`src/rtl/nor_logic_pipe_pkg.sv`:
```
// Shared definitions for the NOR logic pipeline: operation codes and select width.
package nor_logic_pkg;

  localparam int SEL_W    = 3;
  localparam int OP_COUNT = 8;

  typedef logic [SEL_W-1:0] op_sel_t;

  localparam op_sel_t OP_NOT    = 3'd0;
  localparam op_sel_t OP_NOR    = 3'd1;
  localparam op_sel_t OP_AND    = 3'd2;
  localparam op_sel_t OP_OR     = 3'd3;
  localparam op_sel_t OP_XOR    = 3'd4;
  localparam op_sel_t OP_XNOR   = 3'd5;
  localparam op_sel_t OP_NAND   = 3'd6;
  localparam op_sel_t OP_PASS_B = 3'd7;

endpackage

```
`src/rtl/nor_logic_pipe_if.sv`:
```
// Operand/result handshake bundle for nor_logic_pipe.
// NOR_LOGIC_PIPE_FLAGS_EN adds the registered zero/parity result flags.
interface nor_logic_pipe_if
  import nor_logic_pkg::*;
#(
  parameter int WIDTH = 8
);

  logic             in_valid;
  logic             in_ready;
  logic [WIDTH-1:0] a;
  logic [WIDTH-1:0] b;
  logic [SEL_W-1:0] sel;
  logic             acc;
  logic             acc_clr;
  logic             out_valid;
  logic             out_ready;
  logic [WIDTH-1:0] out;
`ifdef NOR_LOGIC_PIPE_FLAGS_EN
  logic             zero;
  logic             parity;
`endif

`ifdef NOR_LOGIC_PIPE_FLAGS_EN
  modport master (
    output in_valid, a, b, sel, acc, acc_clr, out_ready,
    input  in_ready, out_valid, out, zero, parity
  );
  modport slave (
    input  in_valid, a, b, sel, acc, acc_clr, out_ready,
    output in_ready, out_valid, out, zero, parity
  );
`else
  modport master (
    output in_valid, a, b, sel, acc, acc_clr, out_ready,
    input  in_ready, out_valid, out
  );
  modport slave (
    input  in_valid, a, b, sel, acc, acc_clr, out_ready,
    output in_ready, out_valid, out
  );
`endif

endinterface

```
`src/rtl/nor_logic_pipe_op.sv`:
```
// Combinational bitwise function unit. Every function, the select decode and
// the AND-OR output mux are expressed purely as NOR gates.
module nor_logic_op
  import nor_logic_pkg::*;
#(
  parameter int WIDTH = 8
) (
  input  logic [WIDTH-1:0] a,
  input  logic [WIDTH-1:0] b,
  input  logic [SEL_W-1:0] sel,
  output logic [WIDTH-1:0] y
);

  logic [WIDTH-1:0] a_n, b_n, nor_ab, or_ab, and_ab, nand_ab;
  logic [WIDTH-1:0] na_b, a_nb, xnor_ab, xor_ab, pass_b;
  logic [WIDTH-1:0] f      [OP_COUNT];
  logic [WIDTH-1:0] f_n    [OP_COUNT];
  logic [WIDTH-1:0] term   [OP_COUNT];
  logic [SEL_W-1:0] sel_n;
  logic [OP_COUNT-1:0] hot, hot_n;
  logic [WIDTH-1:0] any_term, sum_n;

  // Function generation; XNOR is the classic four-NOR arrangement.
  assign a_n     = ~(a | a);
  assign b_n     = ~(b | b);
  assign nor_ab  = ~(a | b);
  assign or_ab   = ~(nor_ab | nor_ab);
  assign and_ab  = ~(a_n | b_n);
  assign nand_ab = ~(and_ab | and_ab);
  assign na_b    = ~(a | nor_ab);
  assign a_nb    = ~(b | nor_ab);
  assign xnor_ab = ~(na_b | a_nb);
  assign xor_ab  = ~(xnor_ab | xnor_ab);
  assign pass_b  = ~(b_n | b_n);

  assign f[OP_NOT]    = a_n;
  assign f[OP_NOR]    = nor_ab;
  assign f[OP_AND]    = and_ab;
  assign f[OP_OR]     = or_ab;
  assign f[OP_XOR]    = xor_ab;
  assign f[OP_XNOR]   = xnor_ab;
  assign f[OP_NAND]   = nand_ab;
  assign f[OP_PASS_B] = pass_b;

  assign sel_n = ~(sel | sel);

  // One-hot decode: each minterm is a NOR of the complemented literals,
  // then each function is gated by its hot line (AND built as NOR of inverses).
  for (genvar k = 0; k < OP_COUNT; k++) begin : g_dec
    logic [SEL_W-1:0] lit_n;
    for (genvar i = 0; i < SEL_W; i++) begin : g_lit
      if (((k >> i) & 1) == 1) begin : g_one
        assign lit_n[i] = sel_n[i];
      end else begin : g_zero
        assign lit_n[i] = sel[i];
      end
    end
    assign hot[k]   = ~(|lit_n);
    assign hot_n[k] = ~(hot[k] | hot[k]);
    assign f_n[k]   = ~(f[k] | f[k]);
    assign term[k]  = ~({WIDTH{hot_n[k]}} | f_n[k]);
  end

  // Wide NOR across all gated terms, then a NOR inverter for the OR result.
  always_comb begin
    any_term = '0;
    for (int k = 0; k < OP_COUNT; k++) begin
      any_term = any_term | term[k];
    end
  end

  assign sum_n = ~any_term;
  assign y     = ~(sum_n | sum_n);

endmodule

```
`src/rtl/nor_logic_pipe.sv`:
```
// Two-stage pipelined NOR logic unit with valid/ready on both sides and an
// accumulator that can replace operand B. NOR_LOGIC_PIPE_FLAGS_EN adds
// registered zero/parity flags that travel with the result.
module nor_logic_pipe
  import nor_logic_pkg::*;
#(
  parameter int               WIDTH   = 8,
  parameter logic [WIDTH-1:0] RST_ACC = '0
) (
  input logic             clk,
  input logic             rst,
  nor_logic_pipe_if.slave bus
);

  logic             s1_valid;
  logic [WIDTH-1:0] s1_a;
  logic [WIDTH-1:0] s1_b;
  logic [SEL_W-1:0] s1_sel;
  logic             s1_acc;
  logic [WIDTH-1:0] acc_reg;
  logic [WIDTH-1:0] op_b;
  logic [WIDTH-1:0] op_res;
  logic [WIDTH-1:0] out_q;
  logic             out_valid_q;
  logic             s2_free;
  logic             in_ready_w;
  logic             accept;
  logic             xfer;

  assign s2_free       = !out_valid_q || bus.out_ready;
  assign in_ready_w    = !s1_valid || s2_free;
  assign accept        = bus.in_valid && in_ready_w;
  assign xfer          = s1_valid && s2_free;
  assign bus.in_ready  = in_ready_w;
  assign bus.out_valid = out_valid_q;
  assign bus.out       = out_q;

  // The accumulator value is sampled at transfer time so chained ops see the
  // result of the op that moved to S2 on the previous edge.
  assign op_b = s1_acc ? acc_reg : s1_b;

  nor_logic_op #(.WIDTH(WIDTH)) u_op (
    .a   (s1_a),
    .b   (op_b),
    .sel (s1_sel),
    .y   (op_res)
  );

  // Stage 1 occupancy: fill on accept, empty when drained into S2.
  always_ff @(posedge clk) begin
    if (rst) begin
      s1_valid <= 1'b0;
    end else if (accept) begin
      s1_valid <= 1'b1;
    end else if (xfer) begin
      s1_valid <= 1'b0;
    end
  end

  // Stage 1 operand capture.
  always_ff @(posedge clk) begin
    if (accept) begin
      s1_a   <= bus.a;
      s1_b   <= bus.b;
      s1_sel <= bus.sel;
      s1_acc <= bus.acc;
    end
  end

  // Stage 2 result register; holds while the consumer stalls.
  always_ff @(posedge clk) begin
    if (rst) begin
      out_valid_q <= 1'b0;
      out_q       <= '0;
    end else if (xfer) begin
      out_valid_q <= 1'b1;
      out_q       <= op_res;
    end else if (bus.out_ready) begin
      out_valid_q <= 1'b0;
    end
  end

  // Accumulator: a clear pulse beats a coincident transfer.
  always_ff @(posedge clk) begin
    if (rst || bus.acc_clr) begin
      acc_reg <= RST_ACC;
    end else if (xfer) begin
      acc_reg <= op_res;
    end
  end

`ifdef NOR_LOGIC_PIPE_FLAGS_EN
  logic zero_q;
  logic parity_q;

  assign bus.zero   = zero_q;
  assign bus.parity = parity_q;

  // Result flags registered alongside the result itself.
  always_ff @(posedge clk) begin
    if (rst) begin
      zero_q   <= 1'b1;
      parity_q <= 1'b0;
    end else if (xfer) begin
      zero_q   <= ~(|op_res);
      parity_q <= ^op_res;
    end
  end
`endif

endmodule

```
`src/flat_wrapper.sv`:
```
// flat-port wrapper written by rule: the top's interface ports become plain ports
module nor_logic_pipe_flat import nor_logic_pkg::*;
#(
  parameter int               WIDTH   = 8,
  parameter logic [WIDTH-1:0] RST_ACC = '0
)
  (clk, rst, bus_in_valid, bus_a, bus_b, bus_sel, bus_acc, bus_acc_clr, bus_out_ready, bus_in_ready, bus_out_valid, bus_out);
  nor_logic_pipe_if #(.WIDTH(WIDTH)) bus_i ();
  input logic clk;
  input logic rst;
  input wire logic [$bits(bus_i.in_valid)-1:0] bus_in_valid;
  input wire logic [$bits(bus_i.a)-1:0] bus_a;
  input wire logic [$bits(bus_i.b)-1:0] bus_b;
  input wire logic [$bits(bus_i.sel)-1:0] bus_sel;
  input wire logic [$bits(bus_i.acc)-1:0] bus_acc;
  input wire logic [$bits(bus_i.acc_clr)-1:0] bus_acc_clr;
  input wire logic [$bits(bus_i.out_ready)-1:0] bus_out_ready;
  output wire logic [$bits(bus_i.in_ready)-1:0] bus_in_ready;
  output wire logic [$bits(bus_i.out_valid)-1:0] bus_out_valid;
  output wire logic [$bits(bus_i.out)-1:0] bus_out;
  assign bus_i.in_valid = bus_in_valid;
  assign bus_i.a = bus_a;
  assign bus_i.b = bus_b;
  assign bus_i.sel = bus_sel;
  assign bus_i.acc = bus_acc;
  assign bus_i.acc_clr = bus_acc_clr;
  assign bus_i.out_ready = bus_out_ready;
  assign bus_in_ready = bus_i.in_ready;
  assign bus_out_valid = bus_i.out_valid;
  assign bus_out = bus_i.out;
  nor_logic_pipe #(.WIDTH(WIDTH), .RST_ACC(RST_ACC)) u_core (.clk(clk), .rst(rst), .bus(bus_i));
endmodule
```
`config.mk`:
```
export PLATFORM = sky130hd
export DESIGN_NAME = nor_logic_pipe_flat
export DESIGN_NICKNAME = d
export VERILOG_FILES = /design/src/rtl/nor_logic_pipe_pkg.sv /design/src/rtl/nor_logic_pipe_if.sv /design/src/rtl/nor_logic_pipe_op.sv /design/src/rtl/nor_logic_pipe.sv /design/src/flat_wrapper.sv
export SDC_FILE = /design/constraint.sdc
export NUM_CORES = 1
export LEC_CHECK = 0
export ABC_CLOCK_PERIOD_IN_PS = 4100
export BUFFER_PORTS_ARGS = -buffer_cell sky130_fd_sc_hd__buf_2
export CAP_MARGIN = 20
export CORE_MARGIN = 5
export CORE_UTILIZATION = 60
export DETAILED_ROUTE_END_ITERATION = 12
export PLACE_DENSITY = 0.82
export SLEW_MARGIN = 15
export SYNTH_ARGS = -nofsm -noshare
export SYNTH_HDL_FRONTEND = slang
export SYNTH_HIERARCHICAL = 1
export SYNTH_SLANG_ARGS = --single-unit
```
`constraint.sdc`:
```
create_clock -name clk -period 4.1 [get_ports clk]
set_input_delay 0.205 -clock clk [delete_from_list [all_inputs] [get_ports clk]]
set_output_delay 0.205 -clock clk [all_outputs]
set_load 0.005 [all_outputs]
```
# ---- After elaboration in Yosys (flattened, before gate mapping)
# Cells that the tools add are included.
dict set report totals {
  ff_bits 38
  out_inout_bits 10
}
dict set report op_classes {
  n_mux 5
  n_bitwise 60
  n_reduce_logical 17
}
# operator n
set op_table {}
lappend op_table {{8-bit OR} 32}
lappend op_table {{8-bit NOT} 26}
lappend op_table {{3-bit OR reduction} 8}
lappend op_table {{8-bit two-way mux} 1}
lappend op_table {{1-bit two-way mux} 4}
lappend op_table {{2-bit nonzero test} 2}
lappend op_table {{1-bit logical OR} 3}
lappend op_table {{3-bit NOT} 1}
lappend op_table {{3-bit OR} 1}
lappend op_table {{1-bit logical AND} 2}
lappend op_table {{1-bit zero test} 2}

# ---- Depth between registers and ports, before layout
# Gate-level depths: netlist of run 1.
dict set report logic_depth {
  word_depth 20
  ltp_mapped 10
  mapped_depth_nobuf 9
}

# ---- By module
# Netlist of run 1, hierarchy kept.
# module instances cells_each area_each_um2 seq_area_each_um2
set modules_own_cells {}
lappend modules_own_cells {nor_logic_pipe 1 103 1425.1 960.9}
lappend modules_own_cells {nor_logic_op 1 106 787.0 0.0}

# ---- Least setup slack after synthesis of run 1
# OpenSTA, ideal clock, no wires.
dict set report synth_path {
  path_type {flip-flop to flip-flop}
  startpoint {register u_core.s1_acc}
  endpoint {register u_core.acc_reg[3]}
  setup_time_ns 0.128
  arrival_ns 1.768
  t_required_ns 3.972
  path_slack_ns 2.204
  path_stages_with_launch 11
  path_cell_list {edfxtp_1 buf_2 mux2_2 inv_1 ha_1 nand2b_1 a21boi_0 a32oi_1 o211ai_1 nand3_1 a21oi_1}
}
dict set report synth_between {
  elab_chain_len 20
  elab_cells_between_ends 53
  classes_between {1 x mux; 52 x bitwise}
}
# element line_no
set synth_rtl {}
lappend synth_rtl {{from (decl)} nor_logic_pipe.sv:19} ;# logic s1_acc;
lappend synth_rtl {{from (signal assigned)} nor_logic_pipe.sv:66} ;# s1_acc <= bus.acc;
lappend synth_rtl {{8-bit two-way mux *} nor_logic_pipe.sv:40} ;# assign op_b = s1_acc ? acc_reg : s1_b;
lappend synth_rtl {{named net u_core.op_b[3]} nor_logic_pipe.sv:21} ;# logic [WIDTH-1:0] op_b;
lappend synth_rtl {{8-bit OR} nor_logic_pipe_op.sv:26} ;# assign nor_ab = ~(a | b);
lappend synth_rtl {{8-bit NOT} nor_logic_pipe_op.sv:26}
lappend synth_rtl {{8-bit OR (on tied branches)} {nor_logic_pipe_op.sv:30, nor_logic_pipe_op.sv:31}}
lappend synth_rtl {{8-bit NOT (on tied branches)} {nor_logic_pipe_op.sv:30, nor_logic_pipe_op.sv:31}}
lappend synth_rtl {{8-bit OR} nor_logic_pipe_op.sv:32} ;# assign xnor_ab = ~(na_b | a_nb);
lappend synth_rtl {{8-bit NOT} nor_logic_pipe_op.sv:32}
lappend synth_rtl {{[4 not listed]} --}
lappend synth_rtl {{8-bit OR} nor_logic_pipe_op.sv:61} ;# assign term[k] = ~({WIDTH{hot_n[k]}} | f_n[k]);
lappend synth_rtl {{8-bit NOT} nor_logic_pipe_op.sv:61}
lappend synth_rtl {{8-bit OR (3 in a row)} nor_logic_pipe_op.sv:68} ;# any_term = any_term | term[k];
lappend synth_rtl {{8-bit OR *} nor_logic_pipe_op.sv:68}
lappend synth_rtl {{8-bit NOT *} nor_logic_pipe_op.sv:72} ;# assign sum_n = ~any_term;
lappend synth_rtl {{8-bit OR *} nor_logic_pipe_op.sv:73} ;# assign y = ~(sum_n | sum_n);
lappend synth_rtl {{8-bit NOT *} nor_logic_pipe_op.sv:73}
lappend synth_rtl {{named net u_core.op_res[3]} nor_logic_pipe.sv:22} ;# logic [WIDTH-1:0] op_res;
lappend synth_rtl {{to (signal assigned)} nor_logic_pipe.sv:88} ;# acc_reg <= op_res;
lappend synth_rtl {{to (decl)} nor_logic_pipe.sv:20} ;# logic [WIDTH-1:0] acc_reg;
# Mark *: on every way through the listed nets, which the timed path passes. The rest lies on a longest branch.
# A chain may end at the register's enable or synchronous reset.

# ---- Final worst setup path of run 1
# Ends and elaborated chain as after synthesis.

==> results of run 1 <==
==> per-layer routing <==
layer,wire [um],track usage,up-vias
li1,-,-,800
met1,1780,0.217,726
met2,2000,0.276,27
met3,195,0.0597,6
met4,65,0.0626,0
met5,0,0,-
==> worst register-to-register path: cells and delay by family (launching register included) <==
family	cells	cell delay, ns
muxes	1	0.40
AOI/OAI and AO/OA	4	0.54
adders and majority gates	1	0.22
buffers and inverters	1	0.09
DFF	1	0.57
and+or+nand+nor	2	0.32
==> cell type report <==
| cell class | count | area (um^2) |
|---|---|---|
| clock buffer | 6 | 72.6 |
| clock inverter | 2 | 10.0 |
| fill | 302 | 1200 |
| inverter | 18 | 70.1 |
| multi-input combinational | 139 | 1060 |
| sequential | 38 | 961 |
| tap | 48 | 60.1 |
| timing repair buffer | 34 | 170 |
==> stage by stage <==
stage               hold WS [ns]  total power, uW  setup WS [ns]
finish                    0.0815              812           1.86
global route              0.0665              858           1.69
CTS                       0.0716              822           1.88
detailed placement         0.383              576           1.89
global placement           0.381              573           1.93
floorplan                  0.304              547           2.20
==> cell usage in the layout, fill, tap and decap left out, types with 3 or more instances in the layout <==
cell type | Yosys | final
a21o_1 | 4 | 4
o211ai_1 | 5 | 5
nor2b_1 | 3 | 3
xor2_1 | 3 | 3
a32oi_1 | 4 | 4
nand2_1 | 10 | 10
xnor2_1 | 5 | 5
o2bb2ai_1 | 3 | 3
nand2b_1 | 7 | 7
dfxtp_1 | 18 | 18
a21oi_2 | 5 | 5
nor2_1 | 4 | 4
a21oi_1 | 21 | 21
inv_1 | 16 | 16
mux2_2 | 8 | 8
o21ai_0 | 7 | 7
ha_1 | 16 | 16
buf_2 | 4 | 34
clkbuf_8 | 0 | 5
nand3_1 | 8 | 8
o21ai_2 | 9 | 9
edfxtp_1 | 20 | 20
a21boi_0 | 4 | 4
==> where the power goes <==
group | switching (uW) | total [uW] | internal, uW
Sequential | 18.6 | 441 | 422
Clock | 127 | 244 | 118
Combinational | 67.0 | 127 | 60.1
Total | 212 | 812 | 600
==> worst max-delay path by stage <==
stage	cells after the start	from	end
2_1_floorplan	10	u_core/s1_acc	u_core/acc_reg[3]
3_3_place_gp	9	u_core/s1_acc	u_core/bus.out[7]
3_5_place_dp	9	u_core/s1_acc	u_core/acc_reg[7]
4_1_cts	9	u_core/s1_acc	u_core/acc_reg[7]
5_1_grt	9	u_core/s1_acc	u_core/acc_reg[3]
6_report	9	u_core/s1_acc	u_core/acc_reg[3]
==> logic make-up after synthesis <==
family | share of synthesized area
AOI/OAI and AO/OA | 0.214
xor gates and xnor gates | 0.0317
adders and majority gates | 0.0905
buffers and inverters | 0.0854
DFF | 0.434
muxes | 0.0566
and+or+nand+nor | 0.0877
==> results.json, run 1 <==
{
  "crit_family": "flip-flops",
  "slew_violations": 0,
  "grt_max_degree": 28,
  "cts_tree": "done",
  "finalSetupViolCount": 0,
  "syn_inst": 209,
  "cp-start-kind": "flop",
  "regToRegSetupSlack_ns": 1.86,
  "min_to": "u_core/s1_b[1]",
  "synth-main-ff-cell": "edfxtp_1",
  "cts_hold_buffers": 0,
  "grt_pass1_vias": 1450,
  "finish.utilization": 0.667,
  "numClockSinks": 38,
  "grt_overflow_total": 0,
  "synth_nets": 250,
  "row_count": 22,
  "hold_class": "in2reg",
  "tns_ns": 0,
  "yosysWarnings": 6,
  "dp.cells": 277,
  "status": "completed",
  "cp_max_fo": 8,
  "dieArea_um2": 5000,
  "clockBufferDepth": 2,
  "syn_area_per_cell_um2": 10.6,
  "timing.rr.start": "u_core/s1_acc",
  "min_period_ns": 2.24,
  "root_buffer": "clkbuf_8",
  "min_period_over_period": 0.545,
  "ctsResizeCount": 0,
  "fin_area_um2": 2410,
  "r2r_cells": 9,
  "slowest_stage": "edfxtp_1",
  "initial_core_util": 0.613,
  "max_freq_mhz": 447,
  "drt_iter0_drc": 92,
  "tightestPinTransition_ns": 1.03,
  "ios": 35,
  "clock_latency_ns": 0.29,
  "grt_pass1_wl_um": 6710,
  "yosysSeqAreaShare": 0.434,
  "p_leak_uw": 0.000984,
  "via_per_inst": 5.47,
  "slowest_delay_ns": 0.57,
  "ctsHtreeMaxLevel": 2,
  "finClkSkew_ns": 0.00799,
  "first_pass_iters": 4,
  "setup.worst_path.end_class": "flop",
  "place_hpwl_um": 2930,
  "drt-total-wl_um": 4040,
  "drive_above_1_share": 0.295,
  "die_h_um": 70.7,
  "finalNonFillerCells": 285,
  "yosysTopAreaCellShare": 0.271,
  "route.vias.total": 1559,
  "ys_types": 40,
  "cts_buffers": 5,
  "gp_congestion": 0.709,
  "antenna_left": 0,
  "area_growth_pct": 8.77,
  "rsz0062_at_grt": "no",
  "critPathKind": "reg2reg",
  "path_clk_slew_ns": 0.07,
  "hp-start": "bus_b[1]",
  "post-route-drc-count": 0,
  "power_density_nw_per_um2": 338,
  "antenna_found_initial": 0,
  "ys_top_cells_by_count": "21 x a21oi_1, 20 x edfxtp_1, 18 x dfxtp_1, 16 x ha_1, 16 x inv_1",
  "final_hold_viol_count": 0,
  "ir_drop_v": 0.000267,
  "wl_per_cell_um": 14.2,
  "post_cts_buffers": 0,
  "synth_top_area_cell": "edfxtp_1",
  "reg2reg_to": "u_core/acc_reg[3]",
  "dpl_cell_area_um2": 2320,
  "synthArstFlopShare": 0,
  "synth_seq_cells": 38,
  "maxCapViolCount": 0,
  "synth_area_um2": 2210,
  "antennaDiodeCount": 0,
  "required_ns": 4.28,
  "core_region_area_um2": 3610,
  "synth-edff-count": 20,
  "critical_path_buf_inv_count": 1,
  "yosysMostFrequentCell": "a21oi_1",
  "cp.arrival_ns": 2.42,
  "fp.dieW_um": 70.7,
  "portBuffers": 34,
  "synth_area_leaders": "edfxtp_1 27%, dfxtp_1 16%, ha_1 9.0%, a21oi_1 4.8%, mux2_2 4.1%",
  "worst_slew_margin_rel": 0.311,
  "fin_nets": 277,
  "track_usage": 0.173,
  "cp_cell_sequence": "mux2_2 -> inv_1 -> ha_1 -> nand2b_1 -> a21boi_0 -> a32oi_1 -> o211ai_1 -> nand3_1 -> a21oi_1",
  "hold_path_depth": 1
}
No activity file was read; power rests on OpenSTA's default activity.
==> run 2, diff against run 1 <==
--- a/config.mk
+++ b/config.mk
@@ -5,13 +5,14 @@
 export SDC_FILE = /design/constraint.sdc
 export NUM_CORES = 1
 export LEC_CHECK = 0
-export ABC_CLOCK_PERIOD_IN_PS = 4100
+export ABC_AREA = 1
+export ABC_CLOCK_PERIOD_IN_PS = 2100
 export BUFFER_PORTS_ARGS = -buffer_cell sky130_fd_sc_hd__buf_2
 export CAP_MARGIN = 20
 export CORE_MARGIN = 5
-export CORE_UTILIZATION = 60
+export CORE_UTILIZATION = 57
 export DETAILED_ROUTE_END_ITERATION = 12
-export PLACE_DENSITY = 0.82
+export PLACE_DENSITY = 0.78
 export SLEW_MARGIN = 15
 export SYNTH_ARGS = -nofsm -noshare
 export SYNTH_HDL_FRONTEND = slang
==> constraint.sdc (replaced) <==
create_clock -name clk -period 2.1 [get_ports clk]
set_input_delay 0.105 -clock clk [delete_from_list [all_inputs] [get_ports clk]]
set_output_delay 0.105 -clock clk [all_outputs]
set_load 0.005 [all_outputs]
==> results.json, run 2 <==
{
  "status": "completed",
  "portBuffers": 34,
  "wl_per_cell_um": 14.1,
  "synth-main-ff-cell": "edfxtp_1",
  "ir_drop_v": 0.000483,
  "ys_top_cells_by_count": "64 x nand2_1, 45 x inv_1, 41 x nand3_1, 24 x nand4_1, 20 x edfxtp_1",
  "min_period_ns": 1.87,
  "syn_area_per_cell_um2": 8.10,
  "yosysMostFrequentCell": "nand2_1",
  "setup.worst_path.end_class": "flop",
  "first_pass_iters": 4,
  "ios": 35,
  "slowest_stage": "edfxtp_1",
  "clockBufferDepth": 2,
  "cp-start-kind": "flop",
  "yosysWarnings": 6,
  "path_clk_slew_ns": 0.08,
  "finClkSkew_ns": 0.00678,
  "synth_top_area_cell": "edfxtp_1",
  "track_usage": 0.222,
  "gp_congestion": 0.885,
  "antennaDiodeCount": 0,
  "required_ns": 2.33,
  "antenna_found_initial": 0,
  "synth_area_leaders": "edfxtp_1 25%, dfxtp_1 15%, nand2_1 10%, nand3_1 8.6%, ha_1 8.4%",
  "antenna_left": 0,
  "fin_area_um2": 2880,
  "mostFrequentLayoutCells": "64 x nand2_1, 45 x inv_1, 41 x nand3_1",
  "ys_types": 22,
  "tightestPinTransition_ns": 0.806,
  "combPwrFrac": 0.164,
  "intPower_uw": 1390,
  "numClockSinks": 38,
  "die_h_um": 74.8,
  "core_region_area_um2": 4030,
  "switching_power_uw": 490,
  "cp_max_fo": 8,
  "finalSetupViolCount": 0,
  "slowest_delay_ns": 0.38,
  "post-route-drc-count": 0,
  "synthArstFlopShare": 0,
  "fin_nets": 386,
  "area_growth_pct": 20.7,
  "synth_seq_cells": 38,
  "grt_overflow_total": 0,
  "grt_pass1_wl_um": 9230,
  "via_per_inst": 5.37,
  "route.vias.total": 2125,
  "synth_nets": 336,
  "cp.arrival_ns": 2.10,
  "max_freq_mhz": 534,
  "min_period_over_period": 0.892,
  "power_density_nw_per_um2": 650,
  "seq_area_um2": 961,
  "final_hold_viol_count": 0,
  "fp.dieW_um": 74.8,
  "yosysSeqAreaShare": 0.402,
  "nFillCells": 313,
  "ctsHtreeMaxLevel": 2,
  "hold_class": "in2reg",
  "dieArea_um2": 5590,
  "multi_input_area_um2": 1130,
  "clock_latency_ns": 0.30,
  "slew_violations": 0,
  "finish.utilization": 0.716,
  "syn_inst": 295,
  "worst_slew_margin_rel": 0.462,
  "grt_max_degree": 25,
  "cts_tree": "done",
  "synth_area_um2": 2390,
  "grt_pass1_vias": 2021,
  "initial_core_util": 0.593,
  "synth-edff-count": 20,
  "final_common_cell": "nand2_1",
  "dpl_cell_area_um2": 2530,
  "tns_ns": 0,
  "cts_buffers": 5,
  "drt-total-wl_um": 5590,
  "cp_cell_sequence": "buf_12 -> mux2_2 -> inv_1 -> ha_1 -> inv_1 -> nand4_1 -> nand2_1 -> nor2_1 -> nand2_1 -> nand3_1 -> a21oi_1",
  "maxCapViolCount": 0,
  "drt_iter0_drc": 151,
  "row_count": 23,
  "switching_share": 0.261,
  "rsz0062_at_grt": "no",
  "root_buffer": "clkbuf_8",
  "p_leak_uw": 0.00141,
  "place_hpwl_um": 3800,
  "critPathKind": "reg2reg",
  "drive_above_1_share": 0.185,
  "yosysTopAreaCellShare": 0.251,
  "clkPwrFrac": 0.378,
  "power_frac_seq": 0.458,
  "fin_hold_ws_ns": 0.0932
}
-- run 2: final cells by class --
type / instances / area share
clock buffer: 6 / 0.0325
clock inverter: 2 / 0.0134
inverter: 45 / 0.0586
multi-input combinational: 196 / 0.390
sequential: 38 / 0.333
tap: 50 / 0.0217
timing repair buffer: 59 / 0.150
-- run 2: metrics by stage --
stage,worst slack [ns],power (uW),cells
final,0.227,1880,396
after global routing,0.0730,1970,396
after CTS,0.0912,1880,395
after detailed placement,0.117,1140,367
after global placement,0.182,1140,367
after floorplan,0.444,1070,295
-- run 2: metal layers --
layer  vias to the layer above  GRT usage  wire length (um)
met5                         -          0                 0
met2                        52      0.372              2790
li1                       1074          -                 -
met1                       990      0.275              2450
met3                         9     0.0454               246
met4                         0      0.101                97
-- run 2: worst max-delay path, delay by kind of cell (launching register included) --
kind	cells	cell delay, ns
muxes	1	0.36
adders and majority gates	1	0.23
and+or+nand+nor	5	0.39
buffers and inverters	3	0.27
AOI/OAI and AO/OA	1	0.18
DFF	1	0.38
-- run 2: logic make-up after synthesis --
group,Yosys count,share of synthesized area
buffers and inverters,61,0.127
and+or+nand+nor,154,0.312
DFF,38,0.402
muxes,8,0.0377
adders and majority gates,16,0.0838
AOI/OAI and AO/OA,18,0.0377
-- run 2: worst paths after layout --
| check | start | endpoint | cells past startpoint | slack, ns |
|---|---|---|---|---|
| max | u_core/s1_acc | u_core/bus.out[0] | 11 | 0.23 |
| min | bus_in_valid | u_core/s1_valid | 3 | 0.09 |
| max reg2reg | u_core/s1_acc | u_core/bus.out[0] | 11 | 0.23 |
| min reg2reg | u_core/bus.out[5] | u_core/bus.out[5] | 2 | 0.46 |
-- run 2: repair_timing --
action	4_1_cts	5_1_grt
hold endpoints to repair	20	0
setup endpoints to repair	0	14
resized for setup	0	0
hold buffers	20	0
buffers inserted	0	1
-- run 2: power by group through the flow --
stage          combinational, uW  sequential [uW]  clock [uW]
2_1_floorplan                218              853           0
3_3_place_gp                 259              878           0
3_5_place_dp                 267              877           0
4_1_cts                      298              861         722
5_1_grt                      347              863         758
6_report                     308              858         709
==> run 3, diff against run 2 <==
--- a/config.mk
+++ b/config.mk
@@ -10,9 +10,10 @@
 export BUFFER_PORTS_ARGS = -buffer_cell sky130_fd_sc_hd__buf_2
 export CAP_MARGIN = 20
 export CORE_MARGIN = 5
-export CORE_UTILIZATION = 57
+export CORE_UTILIZATION = 59
+export CTS_BUF_LIST = sky130_fd_sc_hd__clkbuf_8
 export DETAILED_ROUTE_END_ITERATION = 12
-export PLACE_DENSITY = 0.78
+export PLACE_DENSITY = 0.8
 export SLEW_MARGIN = 15
 export SYNTH_ARGS = -nofsm -noshare
 export SYNTH_HDL_FRONTEND = slang
==> results.json, run 3 (synthesis gave the netlist of run 2 again) <==
{
  "dieArea_um2": 5420,
  "numClockSinks": 38,
  "route.vias.total": 2126,
  "drive_above_1_share": 0.185,
  "gp_congestion": 0.831,
  "tns_ns": 0,
  "reg2reg_to": "u_core/bus.out[1]",
  "ios": 35,
  "ctsHtreeMaxLevel": 2,
  "first_pass_iters": 4,
  "clock_latency_ns": 0.29,
  "fin_hold_ws_ns": 0.0900,
  "antennaDiodeCount": 0,
  "tightestPinTransition_ns": 0.816,
  "fin_nets": 386,
  "cp.arrival_ns": 2.11,
  "slew_violations": 0,
  "path_clk_slew_ns": 0.08,
  "worst_slew_margin_rel": 0.455,
  "hold_class": "in2reg",
  "die_h_um": 73.6,
  "portBuffers": 34,
  "setup.worst_path.end_class": "flop",
  "status": "completed",
  "place_hpwl_um": 3690,
  "maxCapViolCount": 0,
  "cp_max_fo": 7,
  "regToRegSetupSlack_ns": 0.21,
  "cp-start-kind": "flop",
  "drt_iter0_drc": 131,
  "ir_drop_v": 0.000584,
  "via_per_inst": 5.37,
  "finalSetupViolCount": 0,
  "grt_max_degree": 22,
  "timing.rr.start": "u_core/s1_acc",
  "drt-total-wl_um": 5450,
  "hp-start": "bus_in_valid",
  "r2r_cells": 11,
  "grt_overflow_total": 0,
  "final_common_cell": "nand2_1",
  "mostFrequentLayoutCells": "64 x nand2_1, 45 x inv_1, 41 x nand3_1",
  "hold_path_depth": 3,
  "min_to": "u_core/s1_valid",
  "rsz0062_at_grt": "no",
  "cts_tree": "done",
  "antenna_left": 0,
  "initial_core_util": 0.602,
  "min_period_ns": 1.89,
  "finClkSkew_ns": 0.00432,
  "critPathKind": "reg2reg",
  "cts_buffers": 5,
  "power_density_nw_per_um2": 661,
  "post-route-drc-count": 0,
  "max_freq_mhz": 529,
  "root_buffer": "clkbuf_8",
  "grt_pass1_wl_um": 9150,
  "final_hold_viol_count": 0,
  "grt_pass1_vias": 2096,
  "track_usage": 0.218,
  "p_leak_uw": 0.00141,
  "min_period_over_period": 0.900,
  "fp.dieW_um": 73.6,
  "wl_per_cell_um": 13.8,
  "area_growth_pct": 20.4,
  "clockBufferDepth": 2,
  "row_count": 23,
  "core_region_area_um2": 3970,
  "antenna_found_initial": 0,
  "required_ns": 2.32
}
==> run 3: layer usage <==
metal  part of all wire  GRT usage  up-vias
met5                  0          0        -
met1               0.42      0.263      984
met2               0.51      0.372       64
li1                   -          -     1076
met4             0.0044     0.0946        0
met3              0.062     0.0451        2
==> run 3: final cells by class <==
type / count / area [um^2]
tap: 50 / 62.6
timing repair buffer: 59 / 420
clock buffer: 5 / 68.8
sequential: 38 / 961
fill: 301 / 1090
clock inverter: 3 / 68.8
inverter: 45 / 169
multi-input combinational: 196 / 1130
==> run 3: timing repair <==
| action | CTS | global route |
|---|---|---|
| setup endpoints to repair | 0 | 14 |
| resized for setup | 0 | 0 |
| hold buffers | 20 | 0 |
| endpoints found under the hold margin | 20 | 0 |
| setup buffers | 0 | 1 |
==> run 3: stage by stage <==
step / instance area [um^2] / utilization / power [uW] / cells / setup slack [ns]
floorplan: 2390 / - / 1070 / 295 / 0.444
CTS: 2860 / 0.719 / 1910 / 395 / 0.0659
detailed placement: 2520 / 0.634 / 1140 / 367 / 0.0923
global placement: 2520 / 0.634 / 1130 / 367 / 0.172
finish: 2880 / 0.724 / 1900 / 396 / 0.209
global route: 2880 / 0.724 / 2000 / 396 / 0.0696
==> run 3: how the worst max path moves through the flow <==
stage | end | start | slack (ns)
floorplan | u_core/bus.out[3] | u_core/s1_acc | 0.44
global route | u_core/bus.out[5] | u_core/s1_acc | 0.07
finish | u_core/bus.out[1] | u_core/s1_acc | 0.21
CTS | u_core/acc_reg[2] | u_core/s1_acc | 0.07
detailed placement | u_core/acc_reg[2] | u_core/s1_acc | 0.09
global placement | u_core/bus.out[1] | u_core/s1_acc | 0.17
==> run 3: report_power, final <==
group | leakage, uW | switching, uW | internal, uW
sequential | 0.000342 | 33.6 | 823
clock | 0.0000683 | 266 | 476
combinational | 0.000997 | 173 | 132
total | 0.00141 | 472 | 1430
==> run 3: worst max-delay path: stages (launching register included) <==
cell,delay (ns)
edfxtp_1,0.41
buf_12,0.15
mux2_2,0.37
inv_1,0.06
ha_1,0.23
inv_1,0.06
nand4_1,0.09
nand2_1,0.09
nor2_1,0.04
nand2_1,0.06
nand3_1,0.10
a21oi_1,0.17
